**src/rtl/alu_issue_queue_pkg.sv**
```systemverilog
// Shared types for the ALU issue queue: dispatch/issue payloads, queue entries and bypass buses.
package alu_issue_queue_pkg;

  localparam int unsigned PHY_W  = 6;
  localparam int unsigned ROB_W  = 6;
  localparam int unsigned INST_W = 8;
  localparam int unsigned XLEN   = 32;

  typedef logic [PHY_W-1:0]  reg_addr_t;
  typedef logic [XLEN-1:0]   uint32_t;
  typedef logic [INST_W-1:0] decoded_inst_t;
  typedef logic [ROB_W-1:0]  rob_idx_t;

  localparam reg_addr_t ZERO_PHY = '0;

  typedef struct packed {
    logic [3:0] we;
    reg_addr_t  phy_dest;
    uint32_t    result;
  } bypass_bus_t;

  typedef struct packed {
    reg_addr_t phy;
    logic      rdy;
    uint32_t   value;
  } iq_src_t;

  typedef struct packed {
    decoded_inst_t inst;
    reg_addr_t     phy_dest;
    rob_idx_t      rob_entry_num;
    iq_src_t       src1;
    iq_src_t       src2;
  } iq_dispatch_bus_t;

  typedef struct packed {
    logic          valid;
    decoded_inst_t inst;
    reg_addr_t     phy_dest;
    rob_idx_t      rob_entry_num;
    iq_src_t       src1;
    iq_src_t       src2;
  } iq_entry_t;

  typedef struct packed {
    decoded_inst_t inst;
    reg_addr_t     phy_dest;
    uint32_t       src1_value;
    uint32_t       src2_value;
    rob_idx_t      rob_entry_num;
  } issue_to_execute_bus_t;

  function automatic logic entry_ready(iq_entry_t e);
    return e.valid && e.src1.rdy && e.src2.rdy;
  endfunction

endpackage

```
**src/rtl/alu_issue_queue_wakeup_match.sv**
```systemverilog
// Compares one source tag against every bypass bus; the lowest-numbered matching bus supplies the value.
module iq_wakeup_match
  import alu_issue_queue_pkg::*;
#(
  parameter int unsigned NUM_BYPASS = 3
) (
  input  reg_addr_t   tag_i,
  input  bypass_bus_t bypass_i [NUM_BYPASS],
  output logic        hit_o,
  output uint32_t     value_o
);

  logic [3*NUM_BYPASS-1:0] unused_we;

  for (genvar k = 0; k < int'(NUM_BYPASS); k++) begin : g_unused
    assign unused_we[3*k +: 3] = bypass_i[k].we[3:1];
  end

  // Scan from the highest bus down so the lowest matching bus is the last writer.
  always_comb begin
    hit_o   = 1'b0;
    value_o = '0;
    for (int k = int'(NUM_BYPASS) - 1; k >= 0; k--) begin
      if (bypass_i[k].we[0] && (bypass_i[k].phy_dest == tag_i) && (tag_i != ZERO_PHY)) begin
        hit_o   = 1'b1;
        value_o = bypass_i[k].result;
      end
    end
  end

endmodule

```
**src/rtl/alu_issue_queue.sv**
```systemverilog
// Age-ordered compacting issue queue for the ALU pipe: bypass wakeup, oldest-ready select, shift-down removal.
module alu_issue_queue
  import alu_issue_queue_pkg::*;
#(
  parameter int unsigned DEPTH      = 8,
  parameter int unsigned NUM_BYPASS = 3
) (
  input  logic                  clk,
  input  logic                  resetn,
  input  logic                  flush,
  input  logic                  dispatch_valid,
  output logic                  iq_allowin,
  input  iq_dispatch_bus_t      dispatch_inst,
  input  bypass_bus_t           bypass_bus [NUM_BYPASS],
  output logic                  issue_to_alu_valid,
  output issue_to_execute_bus_t issue_inst
);

  localparam int unsigned CNT_W = $clog2(DEPTH + 1);
  localparam int unsigned IDX_W = (DEPTH > 1) ? $clog2(DEPTH) : 1;

  iq_entry_t        entries_q [DEPTH];
  iq_entry_t        entries_d [DEPTH];
  iq_entry_t        woken     [DEPTH+1];
  logic [CNT_W-1:0] count_q, count_d;

  logic [DEPTH-1:0] s1_hit, s2_hit;
  uint32_t          s1_val [DEPTH];
  uint32_t          s2_val [DEPTH];
  logic             d1_hit, d2_hit;
  uint32_t          d1_val, d2_val;

  logic             issue_any, issue_fire, accept;
  logic [IDX_W-1:0] issue_idx;
  logic [CNT_W-1:0] wr_idx;
  iq_entry_t        new_entry;

  for (genvar i = 0; i < int'(DEPTH); i++) begin : g_entry
    iq_wakeup_match #(.NUM_BYPASS(NUM_BYPASS)) u_src1 (
      .tag_i(entries_q[i].src1.phy), .bypass_i(bypass_bus), .hit_o(s1_hit[i]), .value_o(s1_val[i])
    );
    iq_wakeup_match #(.NUM_BYPASS(NUM_BYPASS)) u_src2 (
      .tag_i(entries_q[i].src2.phy), .bypass_i(bypass_bus), .hit_o(s2_hit[i]), .value_o(s2_val[i])
    );
  end

  iq_wakeup_match #(.NUM_BYPASS(NUM_BYPASS)) u_disp_src1 (
    .tag_i(dispatch_inst.src1.phy), .bypass_i(bypass_bus), .hit_o(d1_hit), .value_o(d1_val)
  );
  iq_wakeup_match #(.NUM_BYPASS(NUM_BYPASS)) u_disp_src2 (
    .tag_i(dispatch_inst.src2.phy), .bypass_i(bypass_bus), .hit_o(d2_hit), .value_o(d2_val)
  );

  function automatic iq_src_t capture_src(iq_src_t s, logic hit, uint32_t val);
    iq_src_t r;
    r = s;
    if (s.phy == ZERO_PHY) begin
      r.rdy   = 1'b1;
      r.value = '0;
    end else if (!s.rdy && hit) begin
      r.rdy   = 1'b1;
      r.value = val;
    end
    return r;
  endfunction

  // Entries as they will look after this cycle's wakeups; the extra top slot feeds the shift.
  always_comb begin
    for (int i = 0; i < int'(DEPTH); i++) begin
      woken[i] = entries_q[i];
      if (entries_q[i].valid && !entries_q[i].src1.rdy && s1_hit[i]) begin
        woken[i].src1.rdy   = 1'b1;
        woken[i].src1.value = s1_val[i];
      end
      if (entries_q[i].valid && !entries_q[i].src2.rdy && s2_hit[i]) begin
        woken[i].src2.rdy   = 1'b1;
        woken[i].src2.value = s2_val[i];
      end
    end
    woken[DEPTH] = '0;
  end

  always_comb begin
    issue_any = 1'b0;
    issue_idx = '0;
    for (int i = int'(DEPTH) - 1; i >= 0; i--) begin
      if (entry_ready(entries_q[i])) begin
        issue_any = 1'b1;
        issue_idx = IDX_W'(i);
      end
    end
  end

  assign issue_fire         = issue_any && !flush;
  assign issue_to_alu_valid = issue_fire;
  assign iq_allowin         = (count_q < CNT_W'(DEPTH));
  assign accept             = dispatch_valid && iq_allowin && !flush;
  assign wr_idx             = count_q - CNT_W'(issue_fire);

  always_comb begin
    issue_inst = '0;
    if (issue_fire) begin
      issue_inst.inst          = entries_q[issue_idx].inst;
      issue_inst.phy_dest      = entries_q[issue_idx].phy_dest;
      issue_inst.src1_value    = entries_q[issue_idx].src1.value;
      issue_inst.src2_value    = entries_q[issue_idx].src2.value;
      issue_inst.rob_entry_num = entries_q[issue_idx].rob_entry_num;
    end
  end

  always_comb begin
    new_entry               = '0;
    new_entry.valid         = 1'b1;
    new_entry.inst          = dispatch_inst.inst;
    new_entry.phy_dest      = dispatch_inst.phy_dest;
    new_entry.rob_entry_num = dispatch_inst.rob_entry_num;
    new_entry.src1          = capture_src(dispatch_inst.src1, d1_hit, d1_val);
    new_entry.src2          = capture_src(dispatch_inst.src2, d2_hit, d2_val);
  end

  // Remove the issued slot by shifting everything above it down, then append the dispatch.
  always_comb begin
    count_d = count_q + CNT_W'(accept) - CNT_W'(issue_fire);
    for (int i = 0; i < int'(DEPTH); i++) begin
      entries_d[i] = woken[i];
      if (issue_fire && (IDX_W'(i) >= issue_idx)) begin
        entries_d[i] = woken[i+1];
      end
      if (accept && (CNT_W'(i) == wr_idx)) begin
        entries_d[i] = new_entry;
      end
      if (flush) begin
        entries_d[i] = '0;
      end
    end
    if (flush) begin
      count_d = '0;
    end
  end

  always_ff @(posedge clk or negedge resetn) begin
    if (!resetn) begin
      count_q <= '0;
      for (int i = 0; i < int'(DEPTH); i++) begin
        entries_q[i] <= '0;
      end
    end else begin
      count_q <= count_d;
      for (int i = 0; i < int'(DEPTH); i++) begin
        entries_q[i] <= entries_d[i];
      end
    end
  end

endmodule
```
**config.mk**
```make
export PLATFORM = sky130hd
export DESIGN_NAME = alu_issue_queue
export DESIGN_NICKNAME = d
export VERILOG_FILES = /design/src/rtl/alu_issue_queue_pkg.sv /design/src/rtl/alu_issue_queue_wakeup_match.sv /design/src/rtl/alu_issue_queue.sv
export SDC_FILE = /design/constraint.sdc
export NUM_CORES = 2
export LEC_CHECK = 0
export ABC_AREA = 1
export BUFFER_PORTS_ARGS = -buffer_cell sky130_fd_sc_hd__buf_2
export CAP_MARGIN = 20
export CORE_ASPECT_RATIO = 1.5
export CORE_UTILIZATION = 29
export DETAILED_ROUTE_END_ITERATION = 6
export PLACE_DENSITY_LB_ADDON = 0.15
export SYNTH_ARGS = -nofsm -noshare
export SYNTH_HDL_FRONTEND = slang
export SYNTH_SLANG_ARGS = --single-unit
export TNS_END_PERCENT = 10
```
**constraint.sdc**
```tcl
create_clock -name clk -period 4 [get_ports clk]
set_clock_uncertainty 0.1 [all_clocks]
set_input_delay 0.2 -clock clk [delete_from_list [all_inputs] [get_ports clk]]
set_output_delay 0.2 -clock clk [all_outputs]
set_load 0.1 [all_outputs]
```
## Word-level counts from Yosys, hierarchy flattened

Index checks and enable logic that the tools add are counted.

- Flip-flop bits (word level): 796
- Bits in latches: 0
- RAM bits: 0
- ROM bits: 0
- Output and inout bits: 86
- Memories: 0

- Add/sub/neg operators: 3
- $mul: 0
- Div/mod/pow operators: 0
- $lt $le $gt $ge: 10
- Equal/unequal tests: 61
- Shift-type cells: 0
- Mux-type cells: 173
- Bitwise logic cells: 1
- Reductions and logical operators: 227

Operators by type and width:

| operator | count |
|---|---|
| 99-bit 2-to-1 mux | 24 |
| 32-bit 2-to-1 mux | 54 |
| 33-bit 2-to-1 mux | 20 |
| 6-bit == test | 54 |
| 99-bit binary-select mux with 3-bit select | 1 |
| 98-bit 2-to-1 mux | 2 |
| 1-bit logical AND | 177 |
| 6-bit nonzero test | 18 |
| 84-bit 2-to-1 mux | 1 |
| 1-bit 2-to-1 mux | 62 |
| 3-bit 2-to-1 mux | 8 |
| 3-bit nonzero test | 8 |
| 1-bit logical NOT | 19 |
| 3-bit by 4-bit == test with 1-bit output, first input constant | 4 |
| 3-bit >= comparator, first input constant | 4 |
| 6-bit logical NOT | 2 |
| 2-bit by 4-bit == test with 1-bit output, first input constant | 2 |
| 4-bit nonzero test | 2 |
| 4-bit by 1-bit subtractor with 4-bit output | 2 |
| 1-bit by 3-bit >= comparator with 1-bit output, first input constant | 2 |
| 2-bit by 3-bit >= comparator with 1-bit output, first input constant | 2 |
| 4-bit by 1-bit adder with 4-bit output | 1 |
| 1-bit by 4-bit == test with 1-bit output, first input constant | 1 |
| 4-bit >= comparator, second input constant | 1 |
| other kinds (4) | 4 |

## Longest topological paths before layout

- Depth in word-level cells: 16
- Depth in mapped cells: 22
- Gate-level depth less buffers: 18

## Modules after synthesis

A second synthesis with hierarchy kept.

- Cell total of the unflattened synthesis: 13,866
- Area, all modules: 79,246.0 um2

Modules (own cells, without submodules):

| module | times used | cells each | area an instance (um2) |
|---|---|---|---|
| alu_issue_queue | 1 | 8,016 | 52,940.8 |
| iq_wakeup_match | 18 | 325 | 1,461.4 |

## Worst setup path before layout

OpenSTA, ideal clock, no wires.

- Path type: register to output
- From: register entries_q[428] in the netlist's numbering
- To: output issue_inst[62] in the netlist's numbering
- Data arrival time: 3.980 ns
- Slack: -0.280 ns
- Cell stages (with the launch flop): 13
- Path buffers: 2
- Cells stage by stage: dfrtp_1 nand3_1 nand2_1 nor2_2 nand2_1 nand2_1 inv_2 buf_2 clkbuf_1 o21ai_0 nor3_1 o21ai_0 o22ai_1

RTL lines:

| what | RTL line | RTL |
|---|---|---|
| start: declaration | alu_issue_queue.sv:22 | `iq_entry_t entries_q [DEPTH];` |
| start signal: indexed assignment | alu_issue_queue.sv:150 | `entries_q[i] <= entries_d[i];` |
| end: declaration | alu_issue_queue.sv:16 | `output issue_to_execute_bus_t issue_inst` |

==> flow_summary.toml <==
[run_status]
status = "finished, violations left"
failed_checks = "DRC, hold timing, setup timing"

[setup_path]
max_stage_delay_ns = 0.40
r2r_start = "entries_q[269]$_DFF_PN0_"
cpMaxStageDelayCell = "dfrtp_1"
crit_top_cell = "buf_4"
crit_type = "flip-flop to primary output"
worst_ep_required_time_ns = 3.70
cp.depth = 15
crit_path_end = "issue_inst[32]"
critPathMaxFanout = 34
cp-end-kind = "primary output"
reg2reg_setup_slack_ns = 0.05
path_delay_family = "buffers and inverters"
worstReg2RegEnd = "entries_q[541]$_DFF_PN0_"
cp-startpoint = "entries_q[764]$_DFFE_PN0P_"
worst_ep_arrival_time_ns = 3.75
cp-start-kind = "flip-flop"
crit_chain = "nand3_2 -> nand2_1 -> nor2_2 -> buf_4 -> inv_2 -> nor2_2 -> inv_6 -> buf_16 -> buf_4 -> o21ai_0 -> nor3_1 -> o21ai_0 -> o22ai_1 -> buf_4 -> buf_12"
critPathBufInv = 7
rr_worst_depth = 18

[power]
peakVddDrop_mv = 0.342
p_per_area_nw_per_um2 = 330
power_mw = 27.4
leakage_nw = 41.5

[synthesis]
synth_edf_count = 0
syn_area_sq_um = 71100
async_reset_ff_share_pct = 100
postSynthCellCount = 12500
yosys_warnings = 0
synth_flop_cell = "dfrtp_1"
synth_cell_types = 43
yosysSeqAreaShare_pct = 28.0
syn_avg_cell_area_sq_um = 5.68
ys_ff_latch = 796
synth_fp_nets = 12800

[global_routing]
grt_overflow_total = 0
antenna_found_initial = 78
grt_pass1_vias = 87000
grtUsageTotal_pct = 37.8
grt_first_pass_wirelength_mm = 668
grt_max_degree = 111

[final_layout]
register_area_sq_um = 19900
fillers = 27100
final_nets = 12600
multi_input_area_sq_um = 44700
final_core_util_pct = 34.0
drive_gt1_share_pct = 9.24
area_growth_pct = 16.6

[sta]
drv_slew = 0
layout_min_cycle_time_ns = 4.05
rsz0062_at_grt = "yes"
slew_headroom_pct = 16.5
fmax_ghz = 0.247
setup-violations-final = 4
fin_tns_setup_ns = -0.104
layout_setup_ws_ns = -0.0483
hold_violations = 1
max_slew.worst_pin.slew_ns = 1.25
fin_crit_sh_pct = 101
holdWs_ns = -0.00448

[detailed_routing]
met2WireLength_mm = 207
wirelength_mm = 485
routed.top_layer = "met5"
dr_total_vias = 93200
final_antenna_net_count = 0
dr.pass1.iters = 7
drcViolationCount = 1
wl_met3_mm = 58.9
wl_met1_mm = 171
dr.first_iter.drc_count = 12600
post_drt_wl_per_cell_um = 30.9
vias_per_cell = 5.93

[floorplan]
start_util_pct = 29.2
die_x_um = 406
chipHeight_um = 609
io_pins = 314
core_sq_um = 244000
die_area_sq_um = 247000
num_rows = 222

[placed_design]
dp_slack_ns = -0.0205
dp_hpwl_mm = 300
place_congestion = 0.994
io_buffers = 304

[clock_network]
clockRootBuffer = "clkbuf_16"
clk_latency_ns = 0.78
ctsHtreeMaxLevel = 3
clk_path_buf_depth = 3
numCtsBuffers = 104
clkTransAtPathRegs_ns = 0.06
cts_tree = "built"
cts.sinks = 796

[run]
maxCapViolations = 0

[hold_path]
min-delay-path-class = "primary input to asynchronous set/reset pin"
worst min-delay path, delay by kind of cell:
kind                   cells  cell delay [ns]
buffers and inverters      3             1.04
through the flow:
stage / std cells / cell area [sq um]
2_1_floorplan: 12500 / 71200
3_3_place_gp: 15400 / 78200
3_5_place_dp: 15400 / 78200
4_1_cts: 15700 / 82600
5_1_grt: 15700 / 82900
6_report: 15700 / 83000
power breakdown:
group	internal, mW	switching [mW]	leakage (nW)
combinational	2.15	5.55	28.8
clock	5.68	4.52	1.71
sequential	8.85	0.604	11.0
layout by cell type (no fill, tap or decap), types with 38 or more instances in the layout:
cell type      netlist  final
a21oi_1            640    640
diode_2              0     42
inv_1              554    544
dlygate4sd3_1        0     73
buf_12               0    200
a21oi_2             42     42
o21ai_1             37     42
o21ai_0            902    895
buf_4               35    284
dfrtp_1            796    796
nand3_2             13     38
o22ai_1            191    174
nand2_1           4049   4033
clkbuf_16            0    108
o211ai_1           103    103
nand3_1           1726   1699
nor3_1              64     60
nand2_2             54     52
nor2_1            1976   1961
buf_2              372    218
sequential cells by signal, summed over array words and instances (netlist names):
name and cells:
entries_q 792, count_q 4
synthesized netlist by cell type (13+ instances only):
cell type	n	share of area (%)
o211ai_1	103	1.1
dfrtp_1	796	28
xnor2_1	36	0.44
clkinv_1	31	0.16
inv_2	39	0.21
nand4_1	14	0.12
a21oi_2	42	0.52
clkbuf_1	533	2.8
o221ai_1	31	0.38
nor2_1	1976	10
a211oi_1	16	0.17
o31ai_1	15	0.16
nand2_2	54	0.47
buf_4	35	0.37
xor2_1	36	0.44
inv_1	554	2.9
buf_2	372	2.6
o21ai_1	37	0.26
o21ai_0	902	6.3
buf_6	18	0.28
a22oi_1	32	0.34
o22ai_1	191	1.7
nand3_1	1726	12
nor3_1	64	0.45
a21oi_1	640	4.5
nand2_1	4049	21
buf_1	120	0.63
nand3_2	13	0.18
logic make-up (layout without fill, tap and decap cells):
logic type / after synthesis / count (layout) / synth area share, %
and+or+nand+nor: 7922 / 7922 / 45.5
buffers and inverters: 1705 / 1609 / 10.0
adders and majority gates: 9 / 9 / 0.169
other: 0 / 42 / 0
AOI/OAI and AO/OA: 2010 / 2010 / 15.5
DFF: 796 / 796 / 28.0
xor gates and xnor gates: 72 / 72 / 0.887
worst min-delay path by stage:
stage | cells after the start | from | to
detailed placement | 1 | resetn | entries_q[236]$_DFFE_PN0P_
floorplan | 0 | resetn | count_q[0]$_DFF_PN0_
global placement | 1 | resetn | entries_q[34]$_DFFE_PN0P_
CTS | 3 | resetn | entries_q[234]$_DFFE_PN0P_
finish | 3 | resetn | entries_q[334]$_DFFE_PN0P_
global route | 3 | resetn | entries_q[234]$_DFFE_PN0P_
cell type report:
cell class              instances  area share (%)
multi-input cells           10000            53.9
clock buffers                 150            3.60
inverters                     626            2.92
diodes                         42           0.127
repair buffers                793            10.0
clock inverters                40           0.555
well taps                    3248            4.90
flip-flops and latches        796            24.0
layer usage:
metal  GRT usage [%]  vias up
li1                -    40100
met1            43.8    43900
met2            57.0     6906
met3            11.5     2149
met4            31.0       64
met5           0.315        -
what timing repair did:
action,in CTS,in global routing
setup endpoints to repair,89,183
gates resized for setup,55,25
cloned,1,3
buffers inserted,0,4
hold buffers,73,0
pin swaps,0,2
hold endpoints to repair,805,0
Power figures use the tool's default switching activity.
